[src/rtl/sens_pxd_framer.sv]
// Frames the mclk-registered sensor pixel bus into a marked pixel stream with counters and sticky errors.
// Defining SENS_PXD_LINE_LEN_CHECK_EN builds the per-frame line-length check (line_len / err_line_len).
module sens_pxd_framer #(
  parameter int PXD_WIDTH = 12,
  parameter int CNT_WIDTH = 16
) (
  input  logic                 mclk,
  input  logic                 rst,
  input  logic [PXD_WIDTH-1:0] pxd,
  input  logic                 hact,
  input  logic                 vact,
  input  logic                 frame_en,
  input  logic [CNT_WIDTH-1:0] lines_max,
  input  logic                 err_clr,
  output logic [PXD_WIDTH-1:0] dout,
  output logic                 dout_valid,
  output logic                 sof,
  output logic                 eol,
  output logic                 eof,
  output logic [CNT_WIDTH-1:0] line_num,
  output logic [CNT_WIDTH-1:0] pix_num,
  output logic [CNT_WIDTH-1:0] line_len,
  output logic                 err_hact_out,
  output logic                 err_line_len
);

  typedef enum logic [1:0] {ST_SYNC, ST_WAIT, ST_FRAME} state_t;

  localparam logic [CNT_WIDTH-1:0] CNT_ONE = CNT_WIDTH'(1);
  localparam logic [CNT_WIDTH-1:0] CNT_MAX = '1;

  state_t state;
  state_t state_nxt;

  logic [PXD_WIDTH-1:0] a_pxd;
  logic                 a_hact;
  logic                 a_vact;
  logic                 a_fen;
  logic                 a_clr;
  logic                 a_hact_d;
  logic                 a_vact_d;

  logic [CNT_WIDTH-1:0] line_cnt;
  logic [CNT_WIDTH-1:0] cur_line;
  logic [CNT_WIDTH-1:0] cur_pix;
  logic                 sof_seen;
  logic                 seen;
  logic                 start;
  logic                 in_frame;
  logic                 line_start;
  logic                 supp;
  logic                 pix_ok;
  logic                 last_pix;
  logic                 eol_c;
  logic                 eof_c;
  logic                 err_set;

  // Stage A. vact history resets high so SYNC only leaves on a genuinely sampled low.
  always_ff @(posedge mclk) begin
    if (rst) begin
      a_pxd    <= '0;
      a_hact   <= 1'b0;
      a_vact   <= 1'b1;
      a_fen    <= 1'b0;
      a_clr    <= 1'b0;
      a_hact_d <= 1'b0;
      a_vact_d <= 1'b1;
    end else begin
      a_pxd    <= pxd;
      a_hact   <= hact;
      a_vact   <= vact;
      a_fen    <= frame_en;
      a_clr    <= err_clr;
      a_hact_d <= a_hact;
      a_vact_d <= a_vact;
    end
  end

  always_ff @(posedge mclk) begin
    if (rst) state <= ST_SYNC;
    else     state <= state_nxt;
  end

  // The live input acts as a one-sample lookahead on stage A, so eol lands on the last pixel.
  always_comb begin
    start      = (state == ST_WAIT) && a_vact && !a_vact_d && a_fen;
    in_frame   = start || ((state == ST_FRAME) && a_vact);
    line_start = a_hact && (!a_hact_d || start);
    cur_line   = start ? '0 : line_cnt;
    cur_pix    = line_start ? '0 : pix_num + CNT_ONE;
    supp       = (lines_max != '0) && (cur_line >= lines_max);
    pix_ok     = in_frame && a_hact && !supp;
    last_pix   = !hact || !vact;
    eol_c      = pix_ok && last_pix;
    eof_c      = (state == ST_FRAME) && !a_vact;
    seen       = start ? 1'b0 : sof_seen;
    err_set    = (state == ST_WAIT) && a_hact && !start;
    state_nxt  = state;
    case (state)
      ST_SYNC:  if (!a_vact) state_nxt = ST_WAIT;
      ST_WAIT:  if (start) state_nxt = ST_FRAME;
      ST_FRAME: if (!a_vact) state_nxt = ST_WAIT;
      default:  state_nxt = ST_SYNC;
    endcase
  end

  // Stage B.
  always_ff @(posedge mclk) begin
    if (rst) begin
      dout         <= '0;
      dout_valid   <= 1'b0;
      sof          <= 1'b0;
      eol          <= 1'b0;
      eof          <= 1'b0;
      line_num     <= '0;
      pix_num      <= '0;
      line_cnt     <= '0;
      sof_seen     <= 1'b0;
      err_hact_out <= 1'b0;
    end else begin
      dout_valid   <= pix_ok;
      sof          <= pix_ok && !seen;
      eol          <= eol_c;
      eof          <= eof_c;
      sof_seen     <= seen || pix_ok;
      err_hact_out <= err_set || (err_hact_out && !a_clr);
      if (pix_ok) begin
        dout     <= a_pxd;
        line_num <= cur_line;
        pix_num  <= cur_pix;
      end
      if (eol_c && (cur_line != CNT_MAX)) line_cnt <= cur_line + CNT_ONE;
      else                                line_cnt <= cur_line;
    end
  end

`ifdef SENS_PXD_LINE_LEN_CHECK_EN
  logic                 len_locked;
  logic                 locked;
  logic                 full_line;
  logic [CNT_WIDTH-1:0] len_c;

  // A line ending on vact low is truncated and never becomes or checks the reference.
  always_comb begin
    full_line = eol_c && vact;
    len_c     = cur_pix + CNT_ONE;
    locked    = start ? 1'b0 : len_locked;
  end

  always_ff @(posedge mclk) begin
    if (rst) begin
      len_locked   <= 1'b0;
      line_len     <= '0;
      err_line_len <= 1'b0;
    end else begin
      len_locked <= locked || full_line;
      if (full_line && !locked) line_len <= len_c;
      err_line_len <= (full_line && locked && (len_c != line_len)) || (err_line_len && !a_clr);
    end
  end
`else
  assign line_len     = '0;
  assign err_line_len = 1'b0;
`endif

endmodule

[config.mk]
export PLATFORM = sky130hd
export DESIGN_NAME = sens_pxd_framer
export DESIGN_NICKNAME = d
export VERILOG_FILES = /design/src/rtl/sens_pxd_framer.sv
export SDC_FILE = /design/constraint.sdc
export NUM_CORES = 1
export LEC_CHECK = 0
export ABC_CLOCK_PERIOD_IN_PS = 3700
export BUFFER_PORTS_ARGS = -buffer_cell sky130_fd_sc_hd__buf_2
export CAP_MARGIN = 10
export CORE_UTILIZATION = 50
export DETAILED_ROUTE_END_ITERATION = 12
export GPL_ROUTABILITY_DRIVEN = 0
export PLACE_DENSITY = 0.75
export SLEW_MARGIN = 30
export SYNTH_ARGS = -nofsm -noshare
export SYNTH_HDL_FRONTEND = slang
export SYNTH_SLANG_ARGS = --single-unit
[constraint.sdc]
create_clock -name mclk -period 3.7 [get_ports mclk]
set_input_delay 1.11 -clock mclk [delete_from_list [all_inputs] [get_ports mclk]]
set_output_delay 1.11 -clock mclk [all_outputs]
set_load 0.02 [all_outputs]
==> impl_metrics.yaml, run 1 <==
clocking:
  clockBufferDepth: 2
  cts_setup_buffers: 0
  clkTransAtPathRegs_ns: 0.09
  clock_sinks: 86
  cts_tree: "built"
  cts_made_buffers: 9
  htree_num_levels: 3
  root_buffer: "clkbuf_8"
  clk_latency_ns: 0.35
timing:
  maxSlewHeadroom_pct: 52.3
  tightest_slew_ns: 0.710
  finClkSkew_ns: 0.0146
  max_freq_ghz: 0.292
  rsz0062_at_grt: "no"
  hold_violations: 0
  final.setup.tns_ns: 0
  setup_viol: 0
  holdWs_ns: 0.435
  min_period_ns: 3.43
  fin_crit_sh_pct: 92.6
  final_max_slew_viol_count: 0
  setup_slack_ns: 0.274
detailed_routing:
  first_iter_violations: 139
  drcViolationCount: 0
  firstDrtPassIters: 4
  ant_nets: 0
  wl_um: 9560
  via_per_inst: 5.43
  detail_route.wl_per_cell_um: 13.9
  vias: 3740
setup_path:
  rr_endpoint: "line_cnt[5]"
  crit_path_start_kind: "flip-flop"
  slowest_stage: "or4_1"
  critPathLaunch: "state[0]"
  rr_startpoint: "state[0]"
  slowest_delay_ns: 0.50
  required_ns: 3.97
  path_max_fanout: 16
  ff2ff_setup_slack_ns: 0.27
  cp_cell_sequence: "and4bb_4 > nand2_2 > buf_4 > and2_1 > ha_1 > and4_1 > a2111oi_4 > o221ai_1 > buf_4 > or4_1 > a21oi_1"
  crit_path_end: "line_cnt[5]"
  criticalPathCategory: "reg -> reg"
  cp-end-kind: "flip-flop"
  worstPathArrival_ns: 3.70
  cp_common_cell: "buf_4"
  reg2reg_depth: 11
die:
  dieArea_um2: 8650
  core_um2: 7890
  die_w_um: 93.0
  die_h_um: 93.0
  initial_core_util_pct: 52.5
  row_count: 32
  io-pin-count: 100
layout:
  drive_above_1_share_pct: 20.3
  instances_no_fill: 689
  final_nets: 633
  fillerInstances: 690
  area.growth.synth_to_final_pct: 15.2
  diodes: 0
global_route:
  grt_pass1_wl_um: 15900
  grtUsageTotal_pct: 23.1
  grt_max_degree: 67
  grt_pass1_vias: 3495
  overflow: 0
  antenna_found_initial: 0
placement:
  dp_slack_ns: 0.221
  port_buffers: 82
  dp_hpwl_um: 6890
  place_inst: 673
synth:
  synth_seq_area_share_pct: 41.6
  synth_edf_count: 0
  synth.avg_cell_area_um2: 8.14
  synth_cell_types: 53
  synth_cells: 509
  synthFlopType: "dfxtp_1"
  synth_area_um2: 4140
  ys_ff_latch: 86
  yosysWarnings: 0
  synthArstFlopShare_pct: 0
pwr:
  ir_worst_vdd_mv: 0.225
  power.density_nw_per_um2: 345
  power.leakage_nw: 2.02
hold_path:
  min-delay-path-class: "reg -> reg"
outcome:
  outcome: "finished, final reports clean"
job:
  drv_cap: 0
[cell families after synthesis]
| logic type | synth area share [%] |
|---|---|
| adder cells (fa/ha/maj) | 5.14 |
| flip-flops | 41.6 |
| AO/OA/AOI/OAI | 16.4 |
| AND/OR/NAND/NOR | 27.5 |
| buffers and inverters | 8.13 |
| XOR/XNOR | 0.212 |
| multiplexers | 0.997 |
| other | 0.0905 |
[cell usage in the layout, fill, tap and decap left out, types with 3 or more instances in the layout]
cell,n
a21oi_1,59
and2_1,14
and3_1,12
buf_2,82
buf_4,8
clkbuf_8,9
conb_1,17
dfxtp_1,86
ha_1,17
inv_1,26
inv_6,3
mux2i_1,3
nand2_1,83
nand2b_1,3
nand3_1,10
nand4_1,14
nor2_1,15
nor2b_1,18
nor3_1,8
nor4_1,4
o211ai_1,5
o21ai_0,25
o31ai_1,3
or2_2,3
or3_1,16
or4_1,6
[synthesized netlist by cell type, types with 3 or more instances]
cell type	count	area, µm²
dfxtp_1	86	1720
nand2_1	84	315
a21oi_1	59	295
inv_1	26	97.6
o21ai_0	25	125
clkbuf_1	21	78.8
nor2b_1	18	113
buf_4	17	128
ha_1	17	213
or3_1	16	100
nor2_1	15	56.3
and2_1	14	87.6
nand4_1	14	87.6
and3_1	12	75.1
nand3_1	10	50.1
nor3_1	8	40.0
or4_1	6	45.0
o211ai_1	5	37.5
buf_2	4	20.0
nor4_1	4	25.0
mux2i_1	3	30.0
nand2b_1	3	18.8
o31ai_1	3	22.5
or2_2	3	18.8
[how the worst min path moves through the flow]
stage | depth (start not counted) | slack (ns) | end | startpoint
final | 2 | 0.43 | dout[9] | a_pxd[9]
after global routing | 2 | 0.46 | dout[0] | a_pxd[0]
after CTS | 2 | 0.44 | dout[9] | a_pxd[9]
after detailed placement | 2 | 0.43 | dout[3] | a_pxd[3]
after global placement | 2 | 0.42 | dout[5] | a_pxd[5]
after floorplan | 2 | 0.42 | dout[0] | a_pxd[0]
[final cells by class]
cell class	count	area, µm²	share of cell area, %
inverters	26	97.6	2.05
multi-input cells	368	2150	45.1
clock inverters	7	55.1	1.15
repair buffers	91	490	10.3
clock buffers	9	124	2.60
well taps	102	128	2.68
flip-flops and latches	86	1720	36.1
[sequential cells by signal, summed over array words and instances (netlist names)]
name	flops
state	2
sof	1
a_hact	1
dout	12
a_fen	1
a_hact_d	1
a_vact	1
eof	1
sof_seen	1
a_pxd	12
dout_valid	1
err_hact_out	1
line_cnt	16
line_num	16
a_vact_d	1
eol	1
a_clr	1
pix_num	16
[repair_timing]
item	CTS	global route
endpoints found under the setup margin	0	1
endpoints found under the hold margin	0	0
gates resized for setup	0	1
hold buffers	0	0
[routing by layer]
layer	part of all wire, %	vias up	global-route usage, %	wire length (µm)
met5	0	-	0	0
met4	1.8	0	6.92	173
met3	5.8	18	5.85	556
met2	48	128	39.6	4590
met1	44	1717	28.5	4240
li1	-	1877	-	-
[power breakdown]
part | switching, W | internal [W] | total (W)
sequential | 0.00000490 | 0.000936 | 0.000941
combinational | 0.0000609 | 0.0000327 | 0.0000937
clock | 0.000356 | 0.000254 | 0.000609
total | 0.000422 | 0.00122 | 0.00164
[worst max-delay path: cells and delay by family, from the launching register on]
family	cells	cell delay, ns
compound gates	3	0.81
buf+inv	2	0.38
fa+ha+maj	1	0.33
flops	1	0.39
simple gates	5	1.42
[stage by stage]
step                total power (W)  area [µm²]  utilization (%)
global route                0.00172        4770             60.5
CTS                         0.00166        4770             60.4
finish                      0.00164        4770             60.5
detailed placement          0.00106        4590             58.2
global placement            0.00105        4590             58.2
floorplan                   0.00104        4200                -
(Power assumes the default switching activity.)
==> run 2: changes to the inputs <==
Settings changed: RECOVER_POWER set to 25.
==> impl_metrics.yaml, run 2 (synthesis results as in run 1) <==
outcome:
  outcome: "finished, final reports clean"
global_route:
  grt_busiest_layer: "met2"
  antenna_found_initial: 0
  overflow: 0
  grtUsageMet3_pct: 5.85
  grtUsageTotal_pct: 23.1
  grt_pass1_vias: 3495
  use_met2_pct: 39.6
  grt_pass1_wl_um: 15900
  grt_max_degree: 67
  use_met1_pct: 28.5
pwr:
  power.density_nw_per_um2: 346
  power.leakage_nw: 1.97
  p_int_w: 0.00122
  p_switching_w: 0.000424
  p_comb_share_pct: 5.7
  ir_worst_vdd_mv: 0.225
  switching_share_pct: 25.8
  clock_power_share_pct: 37.2
  seq_power_share_pct: 57.2
die:
  initial_core_util_pct: 52.5
  row_count: 32
  io-pin-count: 100
  dieArea_um2: 8650
  die_w_um: 93.0
  die_h_um: 93.0
  core_um2: 7890
detailed_routing:
  wl_um: 9610
  via_per_inst: 5.44
  ant_nets: 0
  vias: 3751
  detail_route.wl_per_cell_um: 13.9
  firstDrtPassIters: 5
  first_iter_violations: 117
  drcViolationCount: 0
setup_path:
  cp-end-kind: "flip-flop"
  worstPathArrival_ns: 3.71
  path_max_fanout: 16
  required_ns: 3.96
  criticalPathCategory: "reg -> reg"
  crit_path_start_kind: "flip-flop"
clocking:
  htree_num_levels: 3
  cts_resized: 0
  clk_latency_ns: 0.35
  cts_tree: "built"
  clock_sinks: 86
  cts_hold_buf: 0
  clockBufferDepth: 2
  cts_made_buffers: 9
  root_buffer: "clkbuf_8"
  clkTransAtPathRegs_ns: 0.09
  cts_setup_buffers: 0
layout:
  area.growth.synth_to_final_pct: 14.7
  final_nets: 633
  final_common_cell: "dfxtp_1"
  drive_above_1_share_pct: 18.2
  utilization_pct: 60.2
  reg_top3: "line_cnt: 16 flops, line_num: 16 flops, pix_num: 16 flops"
  diodes: 0
  final_cell_mix: "dfxtp_1 (86), nand2_1 (83), buf_2 (70), a21oi_1 (59), inv_1 (26)"
timing:
  fin_crit_sh_pct: 93.1
  min_period_ns: 3.45
  tightest_slew_ns: 1.28
  setup_slack_ns: 0.254
  final_max_slew_viol_count: 0
  maxSlewHeadroom_pct: 14.4
  finClkSkew_ns: 0.0146
  hold_violations: 0
  setup_viol: 0
  max_freq_ghz: 0.290
  rsz0062_at_grt: "no"
  final.setup.tns_ns: 0
hold_path:
  min-delay-path-class: "reg -> reg"
placement:
  port_buffers: 82
  dp_slack_ns: 0.221
  dp_hpwl_um: 6890
job:
  drv_cap: 0
==> run 2: path summary, 6_finish.rpt <==
check	cells after the start	endpoint	start	slack (ns)
max	11	line_cnt[5]	state[0]	0.25
min	2	dout[9]	a_pxd[9]	0.43
max reg2reg	11	line_cnt[5]	state[0]	0.25
min reg2reg	2	dout[9]	a_pxd[9]	0.43
==> run 2: cell type report <==
| cell class | instances | area (µm²) |
|---|---|---|
| fill | 693 | 3140 |
| tap | 102 | 128 |
| multi-input combinational | 368 | 2150 |
| inverter | 26 | 97.6 |
| clock inverter | 7 | 55.1 |
| clock buffer | 9 | 124 |
| timing repair buffer | 91 | 473 |
| sequential | 86 | 1720 |
==> run 2: worst max-delay path: stages, from the launching register on <==
cell	delay, ns
dfxtp_1	0.39
and4bb_4	0.32
nand2_2	0.14
buf_4	0.17
and2_1	0.23
ha_1	0.33
and4_1	0.23
a2111oi_4	0.47
o221ai_1	0.17
buf_4	0.21
or4_1	0.50
a21oi_1	0.18
==> run 2: power by group through the flow <==
| stage | clock network [W] | logic [W] | registers, W |
|---|---|---|---|
| final | 0.000612 | 0.0000931 | 0.000941 |
| after CTS | 0.000630 | 0.0000932 | 0.000941 |
| after detailed placement | 0 | 0.0000929 | 0.000963 |
| after floorplan | 0 | 0.0000737 | 0.000962 |
| after global placement | 0 | 0.0000897 | 0.000962 |
| after global routing | 0.000669 | 0.000104 | 0.000943 |
==> run 2: through the flow <==
step           total power, W  hold slack, ns  instances  instance area (µm²)
6_report              0.00165           0.434        689                 4750
3_5_place_dp          0.00106           0.431        673                 4590
2_1_floorplan         0.00104           0.422        525                 4200
5_1_grt               0.00172           0.464        689                 4750
3_3_place_gp          0.00105           0.423        673                 4590
4_1_cts               0.00166           0.435        689                 4770
==> run 2: routing by layer <==
metal,vias up,share of wire (%)
li1,1876,-
met1,1730,44
met2,130,48
met3,15,5.7
met4,0,1.7
met5,-,0
==> run 3: changes to the inputs <==
--- a/config.mk
+++ b/config.mk
@@ -6,5 +6,5 @@
 export NUM_CORES = 1
 export LEC_CHECK = 0
-export ABC_CLOCK_PERIOD_IN_PS = 3700
+export ABC_CLOCK_PERIOD_IN_PS = 3850
 export BUFFER_PORTS_ARGS = -buffer_cell sky130_fd_sc_hd__buf_2
 export CAP_MARGIN = 10
==> constraint.sdc (replaced) <==
create_clock -name mclk -period 3.85 [get_ports mclk]
set_input_delay 0.77 -clock mclk [delete_from_list [all_inputs] [get_ports mclk]]
set_output_delay 0.77 -clock mclk [all_outputs]
set_load 0.02 [all_outputs]
==> impl_metrics.yaml, run 3 (synthesis results as in run 1) <==
timing:
  rsz0062_at_grt: "no"
  final_max_slew_viol_count: 0
  final.setup.tns_ns: 0
  setup_slack_ns: 0.299
  finClkSkew_ns: 0.0146
  min_period_ns: 3.55
  maxSlewHeadroom_pct: 44.1
  setup_viol: 0
  max_freq_ghz: 0.282
  tightest_slew_ns: 0.831
  fin_crit_sh_pct: 92.2
  hold_violations: 0
setup_path:
  critPathLaunch: "state[0]"
  path_buf_inv: 2
  ff2ff_setup_slack_ns: 0.30
  criticalPathCategory: "reg -> reg"
  rr_endpoint: "line_cnt[13]"
  worstPathArrival_ns: 3.79
  cp-end-kind: "flip-flop"
  rr_startpoint: "state[0]"
  crit_path_start_kind: "flip-flop"
  slowest_stage: "a2111oi_0"
  slowest_delay_ns: 0.43
  cp_cell_sequence: "and4bb_4 > nand2_1 > buf_4 > and2_1 > ha_1 > a21oi_1 > a2111oi_0 > o211ai_1 > o221ai_1 > buf_12 > nor3_1 > mux2_1"
  path_max_fanout: 16
  required_ns: 4.09
  reg2reg_depth: 12
  path_delay_family: "compound AO/OA/AOI/OAI gates"
hold_path:
  min-delay-path-class: "reg -> reg"
  worstHoldStart: "a_pxd[6]"
  hold_path_end: "dout[6]"
  whs_path_depth: 2
clocking:
  root_buffer: "clkbuf_8"
  cts_made_buffers: 9
  htree_num_levels: 3
  clk_latency_ns: 0.36
  cts_resized: 0
  clock_sinks: 86
  clockBufferDepth: 2
  cts_setup_buffers: 0
  cts_hold_buf: 0
  clkTransAtPathRegs_ns: 0.09
  cts_tree: "built"
detailed_routing:
  vias: 3804
  via_per_inst: 5.47
  wl_um: 9890
  ant_nets: 0
  first_iter_violations: 191
  detail_route.wl_per_cell_um: 14.2
  drcViolationCount: 0
  firstDrtPassIters: 5
outcome:
  outcome: "finished, final reports clean"
placement:
  port_buffers: 82
  dp_hpwl_um: 6920
  dp_slack_ns: 0.214
layout:
  reg_top3: "line_cnt: 16 flops, line_num: 16 flops, pix_num: 16 flops"
  fillerInstances: 713
  final_nets: 640
  area.growth.synth_to_final_pct: 16.8
  utilization_pct: 61.3
  final_common_cell: "dfxtp_1"
  final_cell_mix: "dfxtp_1 (86), nand2_1 (84), buf_2 (70), a21oi_1 (59), inv_1 (26)"
  drive_above_1_share_pct: 18.7
  diodes: 0
die:
  io-pin-count: 100
  dieArea_um2: 8650
  die_w_um: 93.0
  core_um2: 7890
  initial_core_util_pct: 52.5
  row_count: 32
  die_h_um: 93.0
pwr:
  ir_worst_vdd_mv: 0.391
  power.density_nw_per_um2: 336
  total_power_w: 0.00162
  power.leakage_nw: 2.00
global_route:
  antenna_found_initial: 0
  grtUsageTotal_pct: 23.1
  grt_max_degree: 67
  grt_pass1_vias: 3529
  grt_pass1_wl_um: 15900
  overflow: 0
job:
  drv_cap: 0
run 3: changes by cell type in the layout (fill, tap and decap cells not counted), sizes merged:
| cell | change |
|---|---|
| clkbuf | +1 |
| buf | +6 |
| o22ai | +1 |
| bufinv | +1 |
| inv | -2 |
run 3: worst max path at each step:
stage | to | slack [ns] | cells past startpoint
6_report | line_cnt[13] | 0.30 | 12
5_1_grt | line_cnt[13] | 0.02 | 12
4_1_cts | pix_num[13] | 0.20 | 13
3_5_place_dp | pix_num[15] | 0.21 | 13
3_3_place_gp | pix_num[15] | 0.39 | 13
2_1_floorplan | pix_num[7] | 0.70 | 13
run 3: metrics by stage:
step	cell area [µm²]	hold WS, ns	cells
final	4840	0.437	696
after global routing	4840	0.460	696
after CTS	4820	0.443	692
after detailed placement	4620	0.433	676
after global placement	4620	0.423	676
after floorplan	4200	0.422	525
run 3: report_power, final:
part	switching (W)	leakage (nW)	internal (W)
logic	0.0000576	1.20	0.0000308
registers	0.00000567	0.697	0.000900
clock network	0.000326	0.0973	0.000305
run 3: routing by layer:
metal	GRT usage [%]	part of all wire, %
met1	27.7	43
met2	39.2	48
met3	5.61	5.5
met4	9.87	2.8
met5	0	0
run 3: worst reg2reg max path: cells and delay by family (launching register included):
| kind | cells | cell delay, ns |
|---|---|---|
| buffers and inverters | 2 | 0.42 |
| adder cells (fa/ha/maj) | 1 | 0.30 |
| AND/OR/NAND/NOR | 4 | 0.75 |
| AO/OA/AOI/OAI | 4 | 1.26 |
| flip-flops | 1 | 0.39 |
| multiplexers | 1 | 0.32 |
run 3: final cells by class:
type	instances	area (µm²)	area share, %
multi-input combinational	369	2160	44.7
sequential	86	1720	35.6
timing repair buffer	97	529	10.9
clock buffer	10	128	2.64
tap	102	128	2.64
inverter	26	97.6	2.02
clock inverter	6	68.8	1.42
